`src/rtl/snn_packet_feeder.sv`:
```
// rtl/snn_packet_feeder.sv - boot-ROM packet source and spike capture for SNN_3x2
module snn_packet_feeder #(
    parameter int PKT_W          = 30,
    parameter int NUM_OUTPUT     = 250,
    parameter int CNT_W          = 12,
    parameter int PKT_AW         = 14,
    parameter int PIC_W          = 8,
    parameter int OUT_AW         = 8,
    parameter int WARMUP         = 3,
    parameter logic [2:0] GRID_DONE = 3'd7
) (
    input  logic                  clk,
    input  logic                  reset_n,
    input  logic                  start,
    input  logic [PIC_W-1:0]      num_picture,
    output logic [PIC_W-1:0]      cnt_raddr,
    input  logic [CNT_W-1:0]      cnt_rdata,
    output logic [PKT_AW-1:0]     pkt_raddr,
    input  logic [PKT_W-1:0]      pkt_rdata,
    output logic                  packet_winc,
    output logic [PKT_W-1:0]      packet_wdata,
    output logic                  spike_en,
    output logic                  load_end,
    input  logic [2:0]            grid_state,
    input  logic                  tick_ready,
    input  logic [NUM_OUTPUT-1:0] spike_out,
    input  logic                  complete,
    output logic                  out_wen,
    output logic [OUT_AW-1:0]     out_waddr,
    output logic [NUM_OUTPUT-1:0] out_wdata,
    output logic                  busy,
    output logic                  done
);

    typedef enum logic [2:0] {
        S_IDLE,
        S_RD_CNT,
        S_LAT_CNT,
        S_RD_PKT,
        S_WR_PKT,
        S_WAIT_GRID,
        S_LOAD_END
    } state_t;

    state_t             state, state_n;
    logic [PIC_W-1:0]   pic, pic_n;
    logic [PIC_W-1:0]   num_pic, num_pic_n;
    logic [CNT_W-1:0]   remaining, remaining_n;
    logic [PKT_AW-1:0]  pkt_ptr, pkt_ptr_n;
    logic               done_seen, done_seen_n;
    logic               done_n;
    logic               spike_en_n;
    logic               grid_done_d;
    logic               grid_rise;
    logic               tick_d;
    logic [OUT_AW-1:0]  line;
    logic [PKT_W-1:0]   wdata_hold;

    assign grid_rise    = (grid_state == GRID_DONE) && !grid_done_d;
    assign cnt_raddr    = pic;
    assign pkt_raddr    = pkt_ptr;
    assign busy         = (state != S_IDLE);
    assign load_end     = (state == S_LOAD_END);
    assign packet_winc  = (state == S_WR_PKT);
    assign packet_wdata = (state == S_WR_PKT) ? pkt_rdata : wdata_hold;
    assign out_waddr    = line - OUT_AW'(1);

    // Next-state and next-counter logic for the picture/packet sequencer
    always_comb begin
        state_n     = state;
        pic_n       = pic;
        num_pic_n   = num_pic;
        remaining_n = remaining;
        pkt_ptr_n   = pkt_ptr;
        done_seen_n = done_seen;
        done_n      = 1'b0;

        // A GRID_DONE rise only counts once this picture's count has been latched
        if (grid_rise && (state == S_RD_PKT || state == S_WR_PKT || state == S_WAIT_GRID))
            done_seen_n = 1'b1;

        case (state)
            S_IDLE: begin
                if (start) begin
                    num_pic_n = num_picture;
                    pic_n     = '0;
                    state_n   = (num_picture == '0) ? S_LOAD_END : S_RD_CNT;
                end
            end
            S_RD_CNT: state_n = S_LAT_CNT;
            S_LAT_CNT: begin
                remaining_n = cnt_rdata;
                done_seen_n = 1'b0;
                state_n     = (cnt_rdata == '0) ? S_WAIT_GRID : S_RD_PKT;
            end
            S_RD_PKT: state_n = S_WR_PKT;
            S_WR_PKT: begin
                pkt_ptr_n   = pkt_ptr + PKT_AW'(1);
                remaining_n = remaining - CNT_W'(1);
                state_n     = (remaining == CNT_W'(1)) ? S_WAIT_GRID : S_RD_PKT;
            end
            S_WAIT_GRID: begin
                if (done_seen) begin
                    if (pic == num_pic - PIC_W'(1)) begin
                        state_n = S_LOAD_END;
                    end else begin
                        pic_n   = pic + PIC_W'(1);
                        state_n = S_RD_CNT;
                    end
                end
            end
            S_LOAD_END: begin
                if (complete) begin
                    state_n = S_IDLE;
                    done_n  = 1'b1;
                end
            end
            default: state_n = S_IDLE;
        endcase

        spike_en_n = (state_n != S_IDLE) && (pic_n >= PIC_W'(WARMUP));
    end

    // Sequencer state, counters and registered control outputs
    always_ff @(posedge clk) begin
        if (!reset_n) begin
            state       <= S_IDLE;
            pic         <= '0;
            num_pic     <= '0;
            remaining   <= '0;
            pkt_ptr     <= '0;
            done_seen   <= 1'b0;
            done        <= 1'b0;
            spike_en    <= 1'b0;
            grid_done_d <= 1'b0;
            wdata_hold  <= '0;
        end else begin
            state       <= state_n;
            pic         <= pic_n;
            num_pic     <= num_pic_n;
            remaining   <= remaining_n;
            pkt_ptr     <= pkt_ptr_n;
            done_seen   <= done_seen_n;
            done        <= done_n;
            spike_en    <= spike_en_n;
            grid_done_d <= (grid_state == GRID_DONE);
            if (state == S_WR_PKT)
                wdata_hold <= pkt_rdata;
        end
    end

    // Spike capture: one output RAM line per tick_ready rise while recording is enabled
    always_ff @(posedge clk) begin
        if (!reset_n) begin
            tick_d    <= 1'b0;
            out_wen   <= 1'b0;
            out_wdata <= '0;
            line      <= '0;
        end else begin
            tick_d  <= tick_ready;
            out_wen <= 1'b0;
            if (state == S_IDLE && start) begin
                line <= '0;
            end else if (tick_ready && !tick_d && spike_en) begin
                out_wen   <= 1'b1;
                out_wdata <= spike_out;
                line      <= line + OUT_AW'(1);
            end
        end
    end

endmodule

```
`config.mk`:
```
export PLATFORM = sky130hd
export DESIGN_NAME = snn_packet_feeder
export DESIGN_NICKNAME = d
export VERILOG_FILES = /design/src/rtl/snn_packet_feeder.sv
export SDC_FILE = /design/constraint.sdc
export NUM_CORES = 1
export LEC_CHECK = 0
export ABC_AREA = 1
export ABC_CLOCK_PERIOD_IN_PS = 2600
export CAP_MARGIN = 25
export CORE_AREA = 10 10 233 235
export DETAILED_ROUTE_END_ITERATION = 16
export DIE_AREA = 0 0 243 245
export SLEW_MARGIN = 10
export SYNTH_ARGS = -nofsm -noshare
export SYNTH_HDL_FRONTEND = slang
export SYNTH_SLANG_ARGS = --single-unit
```
`constraint.sdc`:
```
create_clock -name clk -period 2.6 [get_ports clk]
set_input_delay 0.52 -clock clk [delete_from_list [all_inputs] [get_ports clk]]
set_output_delay 0.52 -clock clk [all_outputs]
set_load 0.005 [all_outputs]
```
**After elaboration in Yosys (flattened, before gate mapping)**

Index checks and enable logic that the tools add are counted.

- Output and inout port bits: 316
- Bits in registers: 339
- Logic and storage cells: 69

- Equal/unequal tests: 9
- Bitwise logic cells: 2
- Muxes and demuxes: 16
- $lt $le $gt $ge: 1
- Reduce and logical (&&, ||, !) cells: 21
- Add/subtract/negate cells: 6

Operators by type and width:

| operator | count |
|---|---|
| $mux 30 | 1 |
| $mux 8 | 3 |
| $pmux 12 s2 | 1 |
| $mux 3 | 7 |
| $pmux 3 s7 | 1 |
| $add 8x1->8 const B | 2 |
| $pmux 8 s2 | 1 |
| $sub 8x1->8 const B | 2 |
| $add 14x1->14 const B | 1 |
| $eq 12x1->1 const B | 1 |
| $eq 3x3->1 const B | 4 |
| $logic_not 12->1 | 1 |
| $sub 12x1->12 const B | 1 |
| $eq 8x8->1 | 1 |
| $ge 8x2->1 const B | 1 |
| $logic_not 8->1 | 1 |
| $eq 3x2->1 const B | 2 |
| $logic_and 1x1->1 | 6 |
| $reduce_and 2->1 | 3 |
| $reduce_bool 3->1 | 2 |
| $reduce_or 2->1 | 2 |
| $eq 3x1->1 const B | 1 |
| $logic_not 3->1 | 1 |
| $logic_not 1->1 | 2 |
| other kinds (4) | 7 |

**Logic depth before layout (Yosys ltp)**

- Word-level depth: 7
- Gate-level depth with buffers: 19
- Gate-level depth less buffers: 18

**Worst setup path after synthesis**

Ideal clock, no wire load.

- Path type: register to register
- From: register num_pic[0]
- To: register spike_en
- Cell stages (with the launch flop): 18
- Arrival time: 1.863 ns
- Setup time: 0.117 ns
- Setup slack: 0.619 ns
- Cell sequence: dfxtp_1 > inv_2 > ha_1 > nand2_1 > inv_2 > nor2_1 > nand2_1 > nor2_1 > nand3_1 > nor2_1 > nand2_1 > buf_2 > nand4_1 > nand2_1 > o21ai_1 > nand2_1 > nor2_1 > a21oi_1

- Cells in the longest elaborated chain, start to end: 7
- Elaborated cells between the ends (all ways): 11
- Classes of those cells: add/sub (1); order compare (1); eq/ne (1); mux (6); reduce/logical (2)

RTL lines:

| element | line | source |
|---|---|---|
| start: declaration | 47 | `logic [PIC_W-1:0] num_pic, num_pic_n;` |
| start signal: assignment | 140 | `num_pic <= num_pic_n;` |
| $sub 8x1->8 (*) | 104 | `if (pic == num_pic - PIC_W'(1)) begin` |
| $eq 8x8->1 (*) | 104 |  |
| $mux 8 or $mux 3 (tied branches) | 104 |  |
| $mux 8 or $mux 3 (tied branches) | 103 | `if (done_seen) begin` |
| $pmux 8 s2 or $pmux 3 s7 (tied branches) | 82 | `case (state)` |
| $ge 8x2->1 or $reduce_bool 3->1 (tied branches) | 121 | `spike_en_n = (state_n != S_IDLE) && (pic_n >= PIC_W'(WARMUP));` |
| $logic_and 1x1->1 (*) | 121 |  |
| end signal: assignment | 145 | `spike_en <= spike_en_n;` |
| end: declaration | 22 | `output logic spike_en,` |

Mark *: on every way between the ends. The rest lies on a longest branch, timed or not.
A chain may end at the register's enable or synchronous reset.

**Worst setup path after layout**

- From: register state[0]
- To: output packet_wdata[29]

- Cells in the longest elaborated chain, start to end: 2

RTL lines:

| element | line | source |
|---|---|---|
| start: declaration | 45 | `state_t state, state_n;` |
| start signal: assignment | 138 | `state <= state_n;` |
| $eq 3x3->1 | 65 | `assign packet_wdata = (state == S_WR_PKT) ? pkt_rdata : wdata_hold;` |
| $mux 30 | -- |  |
| end: declaration | 21 | `output logic [PKT_W-1:0] packet_wdata,` |

Every way passes these cells.

==> results.sh <==
export IMPL_status="finished, final reports clean"
export IMPL_multiInputGateArea_sq_um=5590
export IMPL_use_met1_pct=18.5
export IMPL_crit_type="flip-flop to primary output"
export IMPL_ys_top_cells_by_area="dfxtp_1 52%, nor2_1 17%, o21ai_0 9.9%"
export IMPL_grt_util_met2_pct=30.5
export IMPL_finalSetupViolCount=0
export IMPL_cp_arrival_ns=2.00
export IMPL_setup_slack_ns=0.0758
export IMPL_via_per_inst=4.44
export IMPL_htree_levels=2
export IMPL_vias=13616
export IMPL_drive_above_1_share_pct=8.91
export IMPL_final_setup_tns_ns=0
export IMPL_final_cell_count_no_fill=3065
export IMPL_routedWlPerCell_um=17.8
export IMPL_route_detailed_drc=0
export IMPL_synth_cells=1757
export IMPL_busiest_layer="met2"
export IMPL_areaGrowthSynthToFinish_pct=66.8
export IMPL_core_area_sq_um=49700
export IMPL_synth_area_per_cell_sq_um=7.39
export IMPL_period_minus_slack_ns=2.52
export IMPL_clkSlewWorstSetupHoldPaths_ns=0.06
export IMPL_critPathRequiredTime_ns=2.08
export IMPL_wl_mm=54.6
export IMPL_end_kind="primary output"
export IMPL_port_buffers=623
export IMPL_gp_congestion=0.853
export IMPL_die_w_um=243
export IMPL_synth_flop_cell="dfxtp_1"
export IMPL_layout_common_cells="592 x nor2_1, 588 x clkdlybuf4s50_1, 335 x dfxtp_1, 238 x o21ai_0, 114 x nand2_1"
export IMPL_die_area_sq_um=59500
export IMPL_yosysSeqAreaShare_pct=52.2
export IMPL_grt_use_total_pct=17.2
export IMPL_rsz0062_at_grt="yes"
export IMPL_hold_violations=0
export IMPL_max_freq_mhz=396
export IMPL_slowest_delay_ns=0.35
export IMPL_crit_buf_inv=5
export IMPL_yosysTopAreaCell="dfxtp_1"
export IMPL_final_setup_skew_ns=0.0177
export IMPL_clock_sinks=339
export IMPL_ant_nets=0
export IMPL_grt_pass1_vias=13393
export IMPL_worstMarginPinSlew_ns=0.553
export IMPL_cts_tree="built"
export IMPL_overflow=0
export IMPL_relSlewSlack_pct=63.1
export IMPL_cts_root_buf="clkbuf_16"
export IMPL_cp_start_kind="flip-flop"
export IMPL_critPathMaxFanout=14
export IMPL_seq_area_sq_um=6790
export IMPL_clock_path_buffers=3
export IMPL_synthesis_nets=2072
export IMPL_grt_max_degree=130
export IMPL_ir_worst_vdd_mv=0.431
export IMPL_leakagePower_nw=8.36
export IMPL_crit_family="buffers and inverters"
export IMPL_grt_use_met3_pct=7.45
export IMPL_max_cap_violations=0
export IMPL_fillers=5012
export IMPL_cts_hold_buf=0
export IMPL_fin_crit_sh_pct=97.1
export IMPL_dp_cells=2977
export IMPL_final_common_cell="nor2_1"
export IMPL_antenna_found_initial=5
export IMPL_pin_count=624
export IMPL_synth_warnings=0
export IMPL_row_count=82
export IMPL_place_ws_ns=0.181
export IMPL_slew_violations=0
export IMPL_path_cells="nor2_4 -> inv_2 -> nor2_8 -> buf_12 -> buf_16 -> or2_2 -> o21ai_2 -> inv_1 -> clkdlybuf4s15_1"
export IMPL_hold_slack_ns=0.336
export IMPL_clkLatencyLatePin_ns=0.55
export IMPL_powerDensity_nw_per_um2=567
export IMPL_synth_top_area_share_pct=52.2
export IMPL_hp_class="primary input to flip-flop"
export IMPL_initial_core_util_pct=26.2
export IMPL_netlist_area_sq_um=13000
export IMPL_grt_pass1_wl_mm=80.7
export IMPL_die_h_um=245
export IMPL_ys_seq_elements=339
export IMPL_ys_types=39
export IMPL_crit_slowest_cell="dfxtp_4"
export IMPL_drt_iter0_drc=609
export IMPL_synth_async_reset_ratio_pct=0
export IMPL_numCtsBuffers=41
export IMPL_hpwl_mm=41.2
export IMPL_first_pass_iters=5
export IMPL_synth_edf_count=0
export IMPL_nNetsFinal=2674
-- flip-flops by register name, indices dropped and copies added (netlist names) --
register     flops
out_wen          1
pkt_raddr       14
line             8
remaining       12
spike_en         1
wdata_hold      30
tick_d           1
grid_done_d      1
out_wdata      250
cnt_raddr        8
state            3
num_pic          8
done             1
done_seen        1
-- cell type report --
cell class	instances	share of cell area [%]
sequential	339	31.4
timing repair buffer	663	30.8
tap	672	3.88
multi-input combinational	1207	25.8
inverter	107	1.96
antenna	2	0.0231
clock buffer	63	5.77
clock inverter	12	0.364
-- through the flow --
step	cell area [sq um]	util [%]	power (W)
detailed placement	20000	40.3	0.00675
finish	21700	43.6	0.0123
global placement	20000	40.3	0.00673
floorplan	13000	-	0.00603
CTS	21500	43.4	0.0125
global route	21700	43.6	0.0129
-- power breakdown --
| part | total, W | switching (W) | internal [W] |
|---|---|---|---|
| combinational | 0.00138 | 0.000647 | 0.000737 |
| clock | 0.00559 | 0.00228 | 0.00332 |
| sequential | 0.00531 | 0.0000418 | 0.00526 |
| total | 0.0123 | 0.00296 | 0.00932 |
-- synthesized netlist by cell type (2+ instances only) --
cell type,number
o22ai_1,2
o21bai_1,2
nor2_2,3
o21ai_1,62
inv_1,90
a21oi_1,38
nor3_1,15
o21ai_0,258
ha_1,7
nand3_2,2
inv_2,14
and3_1,2
or2_2,32
nor2_1,594
nand3_1,29
clkinv_1,2
nor3b_1,2
nand2_2,2
xnor2_1,2
buf_2,4
nor4_1,2
a31oi_1,2
xor2_1,13
nand2_1,115
buf_1,4
dfxtp_1,339
clkbuf_1,96
nand4_1,13
-- path summary, 6_finish.rpt --
path                       from          endpoint  slack [ns]  depth (start not counted)
setup / recovery       state[0]  packet_wdata[29]        0.08                          9
hold / removal          reset_n            tick_d        0.34                          3
setup reg to reg     num_pic[0]          spike_en        0.34                         17
hold reg to reg   pkt_raddr[13]     pkt_raddr[13]        0.46                          1
-- worst min-delay path, stage by stage --
cell and delay (ns):
buf_6 0.18, nand2_1 0.09, inv_1 0.03
-- routing by layer --
metal,up-vias,routed length (um),share of wire (%)
met5,-,28,0.051
met3,66,5150,9.4
met4,6,1080,2.0
li1,6808,-,-
met1,6299,20900,38
met2,437,27400,50
-- what timing repair did --
item | CTS | global route
resized for setup | 110 | 49
buffers inserted | 7 | 2
setup endpoints to repair | 33 | 31
pin swaps | 2 | 2
hold endpoints to repair | 0 | 0
cloned | 2 | 0
-- logic make-up (layout without fill, tap and decap cells) --
| kind of cell | count (synthesis) | count (layout) | share of synthesized area (%) |
|---|---|---|---|
| compound gates | 369 | 369 | 14.4 |
| xor+xnor | 15 | 15 | 1.01 |
| fa+ha+maj | 7 | 7 | 0.674 |
| buf+inv | 211 | 845 | 6.16 |
| flops | 339 | 339 | 52.2 |
| other cells | 0 | 2 | 0 |
| simple gates | 816 | 816 | 25.5 |
(Power assumes the default switching activity.)
